`src/rtl/cache_pkg.sv`:
```
// Shared cache types, widths and address-field helpers for the data and instruction caches.
package cache_pkg;

  localparam int unsigned ADDR_W      = 32;
  localparam int unsigned WORD_W      = 32;
  localparam int unsigned BLOCK_W     = 128;
  localparam int unsigned WORD_OFF_W  = 2;
  localparam int unsigned BLOCK_OFF_W = 4;
  localparam int unsigned MEM_ADDR_W  = ADDR_W - BLOCK_OFF_W;

  typedef enum logic [1:0] {
    IDLE,
    WRITE_BACK,
    ALLOCATE,
    UPDATE
  } state_e;

  typedef struct packed {
    logic                  rd;
    logic                  wr;
    logic [MEM_ADDR_W-1:0] addr;
    logic [BLOCK_W-1:0]    data;
  } mem_req_t;

  function automatic logic [MEM_ADDR_W-1:0] addr_block(input logic [ADDR_W-1:0] a);
    return a[ADDR_W-1:BLOCK_OFF_W];
  endfunction

  function automatic logic [WORD_OFF_W-1:0] addr_word_off(input logic [ADDR_W-1:0] a);
    return a[BLOCK_OFF_W-1:BLOCK_OFF_W-WORD_OFF_W];
  endfunction

  // Index and tag are returned zero-extended; callers cast to their own widths.
  function automatic logic [ADDR_W-1:0] addr_index(input logic [ADDR_W-1:0] a,
                                                   input int unsigned index_bits);
    return (a >> BLOCK_OFF_W) & ((ADDR_W'(1) << index_bits) - ADDR_W'(1));
  endfunction

  function automatic logic [ADDR_W-1:0] addr_tag(input logic [ADDR_W-1:0] a,
                                                 input int unsigned index_bits);
    return a >> (BLOCK_OFF_W + index_bits);
  endfunction

endpackage

```
`src/rtl/dcache_ctrl_fsm.sv`:
```
// Miss-handling controller: state register, next-state logic and registered memory requests.
module dcache_ctrl_fsm
  import cache_pkg::*;
(
  input  logic                  clk_i,
  input  logic                  rst_i,
  input  logic                  req_i,
  input  logic                  hit_i,
  input  logic                  dirty_i,
  input  logic                  mem_busywait_i,
  input  logic [MEM_ADDR_W-1:0] req_blk_i,
  input  logic [MEM_ADDR_W-1:0] victim_blk_i,
  input  logic [BLOCK_W-1:0]    victim_data_i,
  output state_e                state_o,
  output mem_req_t              mem_req_o
);

  state_e   state_q, state_d;
  mem_req_t mem_req_q, mem_req_d;

  always_comb begin
    state_d = state_q;
    unique case (state_q)
      IDLE:       if (req_i && !hit_i) state_d = dirty_i ? WRITE_BACK : ALLOCATE;
      WRITE_BACK: if (!mem_busywait_i) state_d = ALLOCATE;
      ALLOCATE:   if (!mem_busywait_i) state_d = UPDATE;
      UPDATE:     state_d = IDLE;
      default:    state_d = IDLE;
    endcase
  end

  // Requests follow the next state so they rise the cycle after the miss and drop after completion.
  always_comb begin
    mem_req_d = '0;
    unique case (state_d)
      WRITE_BACK: begin
        mem_req_d.wr   = 1'b1;
        mem_req_d.addr = victim_blk_i;
        mem_req_d.data = victim_data_i;
      end
      ALLOCATE: begin
        mem_req_d.rd   = 1'b1;
        mem_req_d.addr = req_blk_i;
      end
      default: mem_req_d = '0;
    endcase
  end

  always_ff @(posedge clk_i or posedge rst_i) begin
    if (rst_i) begin
      state_q   <= IDLE;
      mem_req_q <= '0;
    end else begin
      state_q   <= state_d;
      mem_req_q <= mem_req_d;
    end
  end

  assign state_o   = state_q;
  assign mem_req_o = mem_req_q;

endmodule

```
`src/rtl/data_cache.sv`:
```
// Direct-mapped, write-back, write-allocate data cache with 128-bit blocks.
module data_cache
  import cache_pkg::*;
#(
  parameter int unsigned INDEX_BITS = 3,
  parameter int unsigned TAG_BITS   = 32 - INDEX_BITS - 4
) (
  input  logic                  CLK,
  input  logic                  RESET,
  input  logic                  read,
  input  logic                  write,
  input  logic [ADDR_W-1:0]     address,
  input  logic [WORD_W-1:0]     writedata,
  output logic [WORD_W-1:0]     readdata,
  output logic                  busywait,
  output logic                  mem_read,
  output logic                  mem_write,
  output logic [MEM_ADDR_W-1:0] mem_address,
  output logic [BLOCK_W-1:0]    mem_writedata,
  input  logic [BLOCK_W-1:0]    mem_readdata,
  input  logic                  mem_busywait
);

  localparam int unsigned SETS = 1 << INDEX_BITS;

  logic [SETS-1:0]     valid_q;
  logic [SETS-1:0]     dirty_q;
  logic [TAG_BITS-1:0] tag_q  [SETS];
  logic [BLOCK_W-1:0]  data_q [SETS];
  logic [BLOCK_W-1:0]  fill_q;

  logic [INDEX_BITS-1:0] idx;
  logic [TAG_BITS-1:0]   tag;
  logic [WORD_OFF_W-1:0] off;
  logic [BLOCK_W-1:0]    sel_blk;
  logic                  hit;
  logic                  req;
  logic                  write_hit;
  state_e                state;
  mem_req_t              mem_req;

  assign idx       = INDEX_BITS'(addr_index(address, INDEX_BITS));
  assign tag       = TAG_BITS'(addr_tag(address, INDEX_BITS));
  assign off       = addr_word_off(address);
  assign sel_blk   = data_q[idx];
  assign hit       = valid_q[idx] && (tag_q[idx] == tag);
  assign req       = read || write;
  assign write_hit = write && hit && (state == IDLE);

  assign readdata = valid_q[idx] ? sel_blk[{off, 5'b0} +: WORD_W] : '0;
  assign busywait = req && !((state == IDLE) && hit);

  dcache_ctrl_fsm u_ctrl (
    .clk_i          (CLK),
    .rst_i          (RESET),
    .req_i          (req),
    .hit_i          (hit),
    .dirty_i        (dirty_q[idx]),
    .mem_busywait_i (mem_busywait),
    .req_blk_i      (addr_block(address)),
    .victim_blk_i   ({tag_q[idx], idx}),
    .victim_data_i  (sel_blk),
    .state_o        (state),
    .mem_req_o      (mem_req)
  );

  assign mem_read      = mem_req.rd;
  assign mem_write     = mem_req.wr;
  assign mem_address   = mem_req.addr;
  assign mem_writedata = mem_req.data;

  // Line status bits are the only storage that needs reset.
  always_ff @(posedge CLK or posedge RESET) begin
    if (RESET) begin
      valid_q <= '0;
      dirty_q <= '0;
    end else if (state == UPDATE) begin
      valid_q[idx] <= 1'b1;
      dirty_q[idx] <= 1'b0;
    end else if (write_hit) begin
      dirty_q[idx] <= 1'b1;
    end
  end

  always_ff @(posedge CLK) begin
    if ((state == ALLOCATE) && !mem_busywait) begin
      fill_q <= mem_readdata;
    end
    if (state == UPDATE) begin
      data_q[idx] <= fill_q;
      tag_q[idx]  <= tag;
    end else if (write_hit) begin
      data_q[idx][{off, 5'b0} +: WORD_W] <= writedata;
    end
  end

endmodule

```
`config.mk`:
```
export PLATFORM = sky130hd
export DESIGN_NAME = data_cache
export DESIGN_NICKNAME = d
export VERILOG_FILES = /design/src/rtl/cache_pkg.sv /design/src/rtl/dcache_ctrl_fsm.sv /design/src/rtl/data_cache.sv
export SDC_FILE = /design/constraint.sdc
export NUM_CORES = 2
export LEC_CHECK = 0
export ABC_AREA = 1
export BUFFER_PORTS_ARGS = -buffer_cell sky130_fd_sc_hd__buf_2
export CORE_ASPECT_RATIO = 1.4
export CORE_MARGIN = 1.5
export CORE_UTILIZATION = 35
export CTS_CLUSTER_SIZE = 28
export DETAILED_ROUTE_END_ITERATION = 6
export PLACE_DENSITY = 0.57
export SETUP_SLACK_MARGIN = 0.2
export SYNTH_ARGS = -nofsm -noshare
export SYNTH_HDL_FRONTEND = slang
export SYNTH_HIERARCHICAL = 1
export SYNTH_SLANG_ARGS = --single-unit
export TNS_END_PERCENT = 1
```
`constraint.sdc`:
```
create_clock -name CLK -period 15.25 [get_ports CLK]
set_clock_uncertainty 0.2 [all_clocks]
set_input_delay 1.525 -clock CLK [delete_from_list [all_inputs] [get_ports CLK]]
set_output_delay 1.525 -clock CLK [all_outputs]
set_load 0.01 [all_outputs]
```
==> out/results.txt <==
sequential standard cell area = 45,000 um2
Max stage delay on crit path = 0.89 ns
fraction of post-synthesis cell area in the top cell type by area = 0.673
final hold violation count = 0
layout net count = 5,289
area added between synthesis and finish = 16.6%
starting utilization of the core area = 0.352
startpoint of the worst register-to-register path = tag_q[6][9]$_DFFE_PP_
CTS tree = yes
worst path cell trace = buf_4 > inv_4 > buf_4 > nand2_1 > inv_4 > buf_4 > nand2_1 > nand4_1 > o21ai_0 > inv_1 > o21ai_0 > a21oi_1 > buf_2
Yosys warning count = 6
critical path launch point = address[4]
PD cells = 150 nW/um2
unrepaired setup endpoints after global routing = no
CP Capture Type = output port
ratio of cells with drive above 1 in the final layout = 0.150
initial drt markers = 4,437
global placer's final weighted congestion = 0.876
worst setup path end = readdata[8]
asr flop ratio synth = 0.115
startpoint class of the critical path = input port
library cells used by synthesis = 41
# fillers = 16.0k
final total negative setup slack = 0 ns
total CTS buffers = 153
switching power summed over all nets = 2.94 mW
proportion of synthesized chip area in sequential cells = 0.746
area enclosed by the die boundary = 175,000 um2
Slew HR = 0.178
worst setup path class = input port to output port
Setup-failing EPs final = 0
vias in the first global route = 38.0k
quantity of hold-fixing buffers added after cts = 0
buffer count from post-CTS setup fixing = 0
commonest cells in the netlist = sky130_fd_sc_hd__edfxtp_1, sky130_fd_sc_hd__nand2_1, sky130_fd_sc_hd__inv_1, sky130_fd_sc_hd__nand3_1, sky130_fd_sc_hd__nand4_1
horizontal die dimension = 354 um
post-route standard cell area excluding fillers = 70,300 um2
clock network power share = 0.370
CTS Root Buffer Type = sky130_fd_sc_hd__clkbuf_16
top achievable clock speed = 0.116 GHz
placed cell area = 65,100 um2
switching part of the total = 0.278
Critical-path top delay cell = sky130_fd_sc_hd__inv_4
Sinks on Clock Net = 1,528
Worst Reg2Reg Path Length in Cells = 19
ANT nets after route = 0
post-detailed-route wirelength per cell = 26.7 um
vias after detailed routing = 40.2k
average footprint of a synthesized cell = 12.7 um2
min-delay worst type = flip-flop to flip-flop
ports placed on the boundary = 388
floorplan die height = 494 um
post-layout instance count excluding filler cells = 7,494
worst endpoint data arrival time = 6.88 ns
port bufs = 385
clock tree buffer depth = 3
flop2flop setup slack = 10.42 ns
placed insts = 7,204
reported leakage power = 27.7 nW
Detail Placement HPWL = 127,000 um
H-tree level count = 4
total nets after synthesis = 4,940
wire length of the first global-routing pass = 280,000 um
ratio of final minimum period to clock period = 0.564
worst hold path stage count = 2
initial antenna violation count = 14
Post-synth EDFFs = 1,352
wire length reported by the detailed router = 200,000 um
max-cap check violation count = 0
first drt pass iteration count = 6
sequential fraction of design power = 0.492
run status = completed
flip-flop and latch count after synthesis = 1,528
endpoint of the most critical register-to-register path = u_ctrl/mem_req_o[0]$_DFF_PP0_
Internal Power = 7.63 mW
Worst Tran Pin Value = 1.23 ns
data required time of the worst path = 13.53 ns
DRC violation count after routing = 0
vias per std cell = 5.36
most frequent cell after synthesis = sky130_fd_sc_hd__edfxtp_1
area leader, netlist = sky130_fd_sc_hd__edfxtp_1
total congestion overflow after global routing = 0
number of standard-cell rows in the floorplan = 180
area used by multi-input combinational logic = 12,800 um2
Final Slew Violations = 0
synthesized area = 60,300 um2
largest cells by area after synthesis = sky130_fd_sc_hd__edfxtp_1, sky130_fd_sc_hd__nand2_1, sky130_fd_sc_hd__dfrtp_1
final core utilization = 0.410
Max FO, Critical Path = 54
maximum number of pins on one net before global-route repair = 129
Synth Flop Type = sky130_fd_sc_hd__edfxtp_1
latest clock arrival within the worst-skew pair = 0.81 ns
post-layout min period = 8.60 ns
combinational share of power = 0.138
core area = 171,000 um2
Clk pin slew, worst setup/hold paths = 0.06 ns
peak supply drop = 0.129 mV
most common cell type on the critical path = sky130_fd_sc_hd__buf_4
count of mapped cells out of synthesis = 4,735
global router's overall resource usage = 0.225
Post-Route Hold Slack = 0.258 ns
post-cts repair resize count = 0
==> power groups by stage <==
stage                     clock network, mW  registers (mW)  logic [mW]
after floorplan                           0            5.30       0.706
after global routing                   4.14            5.22        1.57
after CTS                              3.99            5.20        1.46
final                                  3.92            5.20        1.46
after detailed placement                  0            5.28        1.45
after global placement                    0            5.28        1.43
==> sequential cells by signal (all words and copies together), names as in the netlist, named ones only <==
| register | flops |
|---|---|
| data_q | 1024 |
| tag_q | 200 |
| u_ctrl/mem_req_o | 158 |
| fill_q | 128 |
| valid_q | 8 |
| u_ctrl/state_o | 2 |
==> cell usage in the layout (no fill, tap or decap), drive strengths merged, types with 43 or more instances in the layout <==
master and instances:
buf 478, clkbuf 194, inv 463, nand2 1225
o211ai 46, nand4 203, a22o 147, dfrtp 176
a22oi 43, nor2 173, nand3 218, edfxtp 1352
a221oi 155, clkinv 67, a21oi 132
==> cells by family (layout without fill, tap and decap cells) <==
family | after synthesis | after routing | synth area share
xor gates and xnor gates | 1 | 1 | 0.000145
adders and majority gates | 8 | 8 | 0.00166
buffers and inverters | 745 | 1221 | 0.0485
DFF | 1528 | 1528 | 0.746
and+or+nand+nor | 1870 | 1870 | 0.131
other | 0 | 8 | 0
AOI/OAI and AO/OA | 583 | 583 | 0.0723
==> routing by layer <==
metal	wire [um]	GRT usage
met3	19200	0.0444
met5	36	0
met2	90200	0.346
met4	9920	0.105
met1	81000	0.308
==> stage by stage <==
step | setup WS [ns] | total power, mW
floorplan | 3.52 | 6.01
global placement | 6.79 | 6.71
detailed placement | 6.73 | 6.74
CTS | 6.78 | 10.6
global route | 6.59 | 10.9
finish | 6.65 | 10.6
==> worst min path at each step <==
stage | from | to | slack [ns]
after global placement | valid_q[1]$_DFFE_PP0P_ | valid_q[1]$_DFFE_PP0P_ | 0.24
after global routing | valid_q[7]$_DFFE_PP0P_ | valid_q[7]$_DFFE_PP0P_ | 0.27
after CTS | valid_q[7]$_DFFE_PP0P_ | valid_q[7]$_DFFE_PP0P_ | 0.26
after detailed placement | valid_q[7]$_DFFE_PP0P_ | valid_q[7]$_DFFE_PP0P_ | 0.25
final | valid_q[7]$_DFFE_PP0P_ | valid_q[7]$_DFFE_PP0P_ | 0.26
after floorplan | valid_q[2]$_DFFE_PP0P_ | valid_q[2]$_DFFE_PP0P_ | 0.23
==> area by class of cell <==
class / count / share of cell area
Clock buffer: 194 / 0.0578
Timing Repair Buffer: 478 / 0.0380
Inverter: 461 / 0.0249
Multi-Input combinational cell: 2462 / 0.183
Clock inverter: 88 / 0.0161
Sequential cell: 1528 / 0.640
Tap cell: 2275 / 0.0405
Antenna cell: 8 / 0.000285
==> worst max-delay path: cells and delay by family <==
| kind | cells | cell delay [ns] |
|---|---|---|
| compound gates | 3 | 0.83 |
| buf+inv | 7 | 3.28 |
| simple gates | 3 | 1.04 |
Power figures use the tool's default switching activity.
